$ cat src/rtl/fetch_decode_reg_if.sv
// rtl/fetch_decode_reg_if.sv - Fetch-to-Decode instruction word interface
interface fetch_decode_reg_if #(
  parameter int N = 16
);
  // Instruction word offered by Fetch
  logic [N-1:0] IR_in;
  // Active-low load strobe: 0 loads IR_in, 1 stalls
  logic         write_en;
  // Registered instruction word presented to Decode
  logic [N-1:0] IR_out;

  // Fetch side: supplies the word and the stall control, observes the register
  modport master (
    output IR_in,
    output write_en,
    input  IR_out
  );

  // Register side: consumes the word and the stall control, drives Decode
  modport slave (
    input  IR_in,
    input  write_en,
    output IR_out
  );
endinterface

$ cat src/rtl/fetch_decode_reg.sv
// rtl/fetch_decode_reg.sv - Fetch/Decode pipeline instruction register with stall and NOP reset
module fetch_decode_reg #(
  parameter int          N         = 16,
  parameter logic [31:0] NOP_VALUE = 32'd32
) (
  input  logic            clk,
  input  logic            reset,
  fetch_decode_reg_if.slave fd
);

  // NOP encoding fitted to the word width: zero-extended above 32 bits, truncated below.
  // N must be at least 6 so that bit 5 of the default NOP survives.
  localparam logic [N-1:0] NOP_WORD = N'(NOP_VALUE);

  logic [N-1:0] ir_q;

  // Instruction register: asynchronous reset injects a NOP; otherwise load when write_en is low, hold when high
  always_ff @(posedge clk or negedge reset) begin
    if (!reset) begin
      ir_q <= NOP_WORD;
    end else if (!fd.write_en) begin
      ir_q <= fd.IR_in;
    end
  end

  // Decode sees the register directly; there is no bypass from IR_in
  assign fd.IR_out = ir_q;

endmodule

$ cat src/flat_wrapper.sv
// flat-port wrapper written by rule: the top's interface ports become plain ports
module fetch_decode_reg_flat 
#(
  parameter int          N         = 16,
  parameter logic [31:0] NOP_VALUE = 32'd32
)
  (clk, reset, fd_IR_in, fd_write_en, fd_IR_out);
  fetch_decode_reg_if #(.N(N)) fd_i ();
  input  logic clk;
  input  logic reset;
  input wire logic [$bits(fd_i.IR_in)-1:0] fd_IR_in;
  input wire logic [$bits(fd_i.write_en)-1:0] fd_write_en;
  output wire logic [$bits(fd_i.IR_out)-1:0] fd_IR_out;
  assign fd_i.IR_in = fd_IR_in;
  assign fd_i.write_en = fd_write_en;
  assign fd_IR_out = fd_i.IR_out;
  fetch_decode_reg #(.N(N), .NOP_VALUE(NOP_VALUE)) u_core (.clk(clk), .reset(reset), .fd(fd_i));
endmodule
$ cat config.mk
export PLATFORM = sky130hd
export DESIGN_NAME = fetch_decode_reg_flat
export DESIGN_NICKNAME = d
export VERILOG_FILES = /design/src/rtl/fetch_decode_reg_if.sv /design/src/rtl/fetch_decode_reg.sv /design/src/flat_wrapper.sv
export SDC_FILE = /design/constraint.sdc
export NUM_CORES = 1
export LEC_CHECK = 0
export BUFFER_PORTS_ARGS = -buffer_cell sky130_fd_sc_hd__buf_2
export CAP_MARGIN = 20
export CORE_UTILIZATION = 45
export CTS_BUF_LIST = sky130_fd_sc_hd__clkbuf_4
export DETAILED_ROUTE_END_ITERATION = 8
export PLACE_DENSITY_LB_ADDON = 0.05
export SYNTH_ARGS = -nofsm -noshare
export SYNTH_HDL_FRONTEND = slang
export SYNTH_SLANG_ARGS = --single-unit
$ cat constraint.sdc
create_clock -name clk -period 0.95 [get_ports clk]
set_input_delay 0.0475 -clock clk [delete_from_list [all_inputs] [get_ports clk]]
set_output_delay 0.0475 -clock clk [all_outputs]
set_load 0.02 [all_outputs]
==> flow_metrics.tcl <==
set metrics [dict create \
    status "finished, violations left" \
    violations "setup timing" \
    cts_tree "done" \
    grt_pass1_wl_um 1863 \
    num_antenna_cells 0 \
    drt_iter0_markers 17 \
    initial_core_util_pct 49.38 \
    place_ws_ns 0.1638 \
    synth_top_area_cell "dfrtp_1" \
    synth_edf_count 0 \
    gr-total-overflow 0 \
    setup_slack_ns -0.04532 \
    async_reset_ff_share_pct 100.0 \
    min_path_type "primary input to async pin" \
    portBuffers 34 \
    synth_area_leaders "dfrtp_1 58%, mux2_4 23%, mux2_2 10%" \
    cp_top_family "flip-flops" \
    yosysWarnings 0 \
    internal_power_mw 1.125 \
    arrival_ns 0.95 \
    root_buffer "clkbuf_4" \
    ys.flop_type "dfrtp_1" \
    numCtsBuffers 3 \
    core-area_mm2 0.001318 \
    total_power_mw 1.553 \
    worstPathRequired_ns 0.90 \
    rsz0062_at_grt "yes" \
    relSlewSlack_pct 76.45 \
    wl_per_cell_um 13.35 \
    cp_slowest_cell "dfstp_2" \
    ir_worst_vdd_uv 1273 \
    areaGrowthSynthToFinish_pct 59.62 \
    antenna_found_initial 0 \
    period_share_pct 104.8 \
    finalSetupViolCount 1 \
    fp-row-count 13 \
    ys_ff_latch 16 \
    syn_inst 34 \
    syn_avg_cell_area_um2 19.14 \
    seq_area_frac_synth_pct 61.73 \
    cts.sinks 16 \
    critPathCaptureType "output port" \
    hold_viol 0 \
    drc 0 \
    viasPerCell 4.596 \
    cts_buffer_depth 2 \
    placed_area_um2 828.3 \
    dieWidth_um 40.03 \
    synthMostInstantiatedCell "dfrtp_1" \
    ant_nets 0 \
    crit_fanout 2 \
    worst_slew_pin_slew_ns 0.3532 \
    fmax_ghz 1.005 \
    critPathLaunchType "flip-flop" \
    drv_slew 0 \
    p_clk_share_pct 23.5 \
    grt_pass1_vias 392 \
    grt_usage_pct 19.08 \
    synth_common_cells "15 x dfrtp_1, 10 x mux2_4, 6 x mux2_2" \
    ys_types 6 \
    drive_gt1_share_pct 62.92 \
    min_period_ns 0.9953 \
    path_cells "buf_6" \
    critical_path_buf_inv_count 1 \
    nNetsFinal 109 \
    seqPwrFrac_pct 50.7 \
    routed_wirelength_um 1388 \
    critPathMaxStageDelay_ns 0.55 \
    synth_nets 53 \
    p_sw_mw 0.4277 \
    grt_max_degree 17 \
    clk_pin_slew_ns 0.09 \
    largest_reg_flops 16 \
    p_comb_share_pct 25.8 \
    crit_cells 1 \
    switching_share_pct 27.55 \
    finClkSkew_ns 0 \
    drv_cap 0 \
    cts_max_level 1 \
    stdcell_area_mm2 0.001039 \
    dr_total_vias 478 \
    synth_top_area_share_pct 57.69 \
    drt_first_pass_iters 4 \
    ios 35 \
    die_h_um 40.03 \
    leakagePower_nw 0.5285 \
    synth_area_um2 650.6 \
    nFillCells 79 \
    clkLatencyLatePin_ns 0.28 \
    dieArea_mm2 0.001602 \
    place.gp.congestion 0.6935 \
    worstRegToRegCells 2 \
    critical_path_class "flip-flop to output port" \
    powerDensity_mw_per_mm2 1495 \
]
## layout make-up
class	instances	area, µm²	area share, %
well taps	15	18.77	1.807
multi-input cells	16	217.7	20.96
flip-flops and latches	16	401.6	38.67
clock buffers	3	22.52	2.169
clock inverters	1	3.754	0.3614
repair buffers	53	374.1	36.02
## cell usage in the layout (no fill, tap or decap)
cell	synthesis	layout
buf_2	0	33
clkbuf_4	0	3
clkinv_1	0	1
dfrtp_1	15	15
buf_12	1	1
dfstp_2	1	1
buf_6	1	1
dlygate4sd3_1	0	17
mux2_4	10	10
mux2_2	6	6
buf_4	0	1
## power by group through the flow
stage	combinational, mW	clock, mW	sequential, mW
after floorplan	0.122	0	0.885
after global placement	0.331	0	0.798
after detailed placement	0.335	0	0.799
after CTS	0.394	0.372	0.786
after global routing	0.428	0.407	0.796
final	0.401	0.365	0.787
## per-layer routing
layer | wire length, µm | vias up | track usage (%)
met2 | 726 | 19 | 29.84
met3 | 62 | 0 | 6.667
met1 | 599 | 230 | 22.78
li1 | - | 229 | -
met5 | 0 | - | 0
met4 | 0 | 0 | 10.34
## through the flow
step | hold slack [ns] | std cells | util, % | setup TNS, ns
3_3_place_gp | -0.02567 | 82 | 62.87 | 0
5_1_grt | 0.2126 | 104 | 78.82 | -0.08999
6_report | 0.2154 | 104 | 78.82 | -0.04532
2_1_floorplan | -0.2481 | 34 | - | 0
4_1_cts | 0.001282 | 102 | 77.30 | -0.03919
3_5_place_dp | -0.02559 | 82 | 62.87 | 0
## kinds of logic after synthesis
logic type             Yosys count  share of synthesized area, %
DFF                             16                         61.73
buffers and inverters            2                         4.808
muxes                           16                         33.46
## repair_timing
item                       CTS  global route
hold buffers                15             2
resized for setup            2             0
hold endpoints to repair    30             2
setup buffers                1             0
pin swaps                    0             0
setup endpoints to repair    1             1
## worst paths after layout
check | start | slack, ns | endpoint
worst min-delay path | reset | 0.22 | u_core.fd.IR_out[3]
max in group asynchronous | reset | 0.43 | u_core.fd.IR_out[5]
worst min register to register | u_core.fd.IR_out[11] | 0.51 | u_core.fd.IR_out[11]
worst max register to register | u_core.fd.IR_out[5] | 0.12 | u_core.fd.IR_out[5]
min in group clk | fd_write_en | 0.22 | u_core.fd.IR_out[5]
worst max-delay path | u_core.fd.IR_out[5] | -0.05 | fd_IR_out[5]
Note: power is estimated with default switching activity, not from simulation.
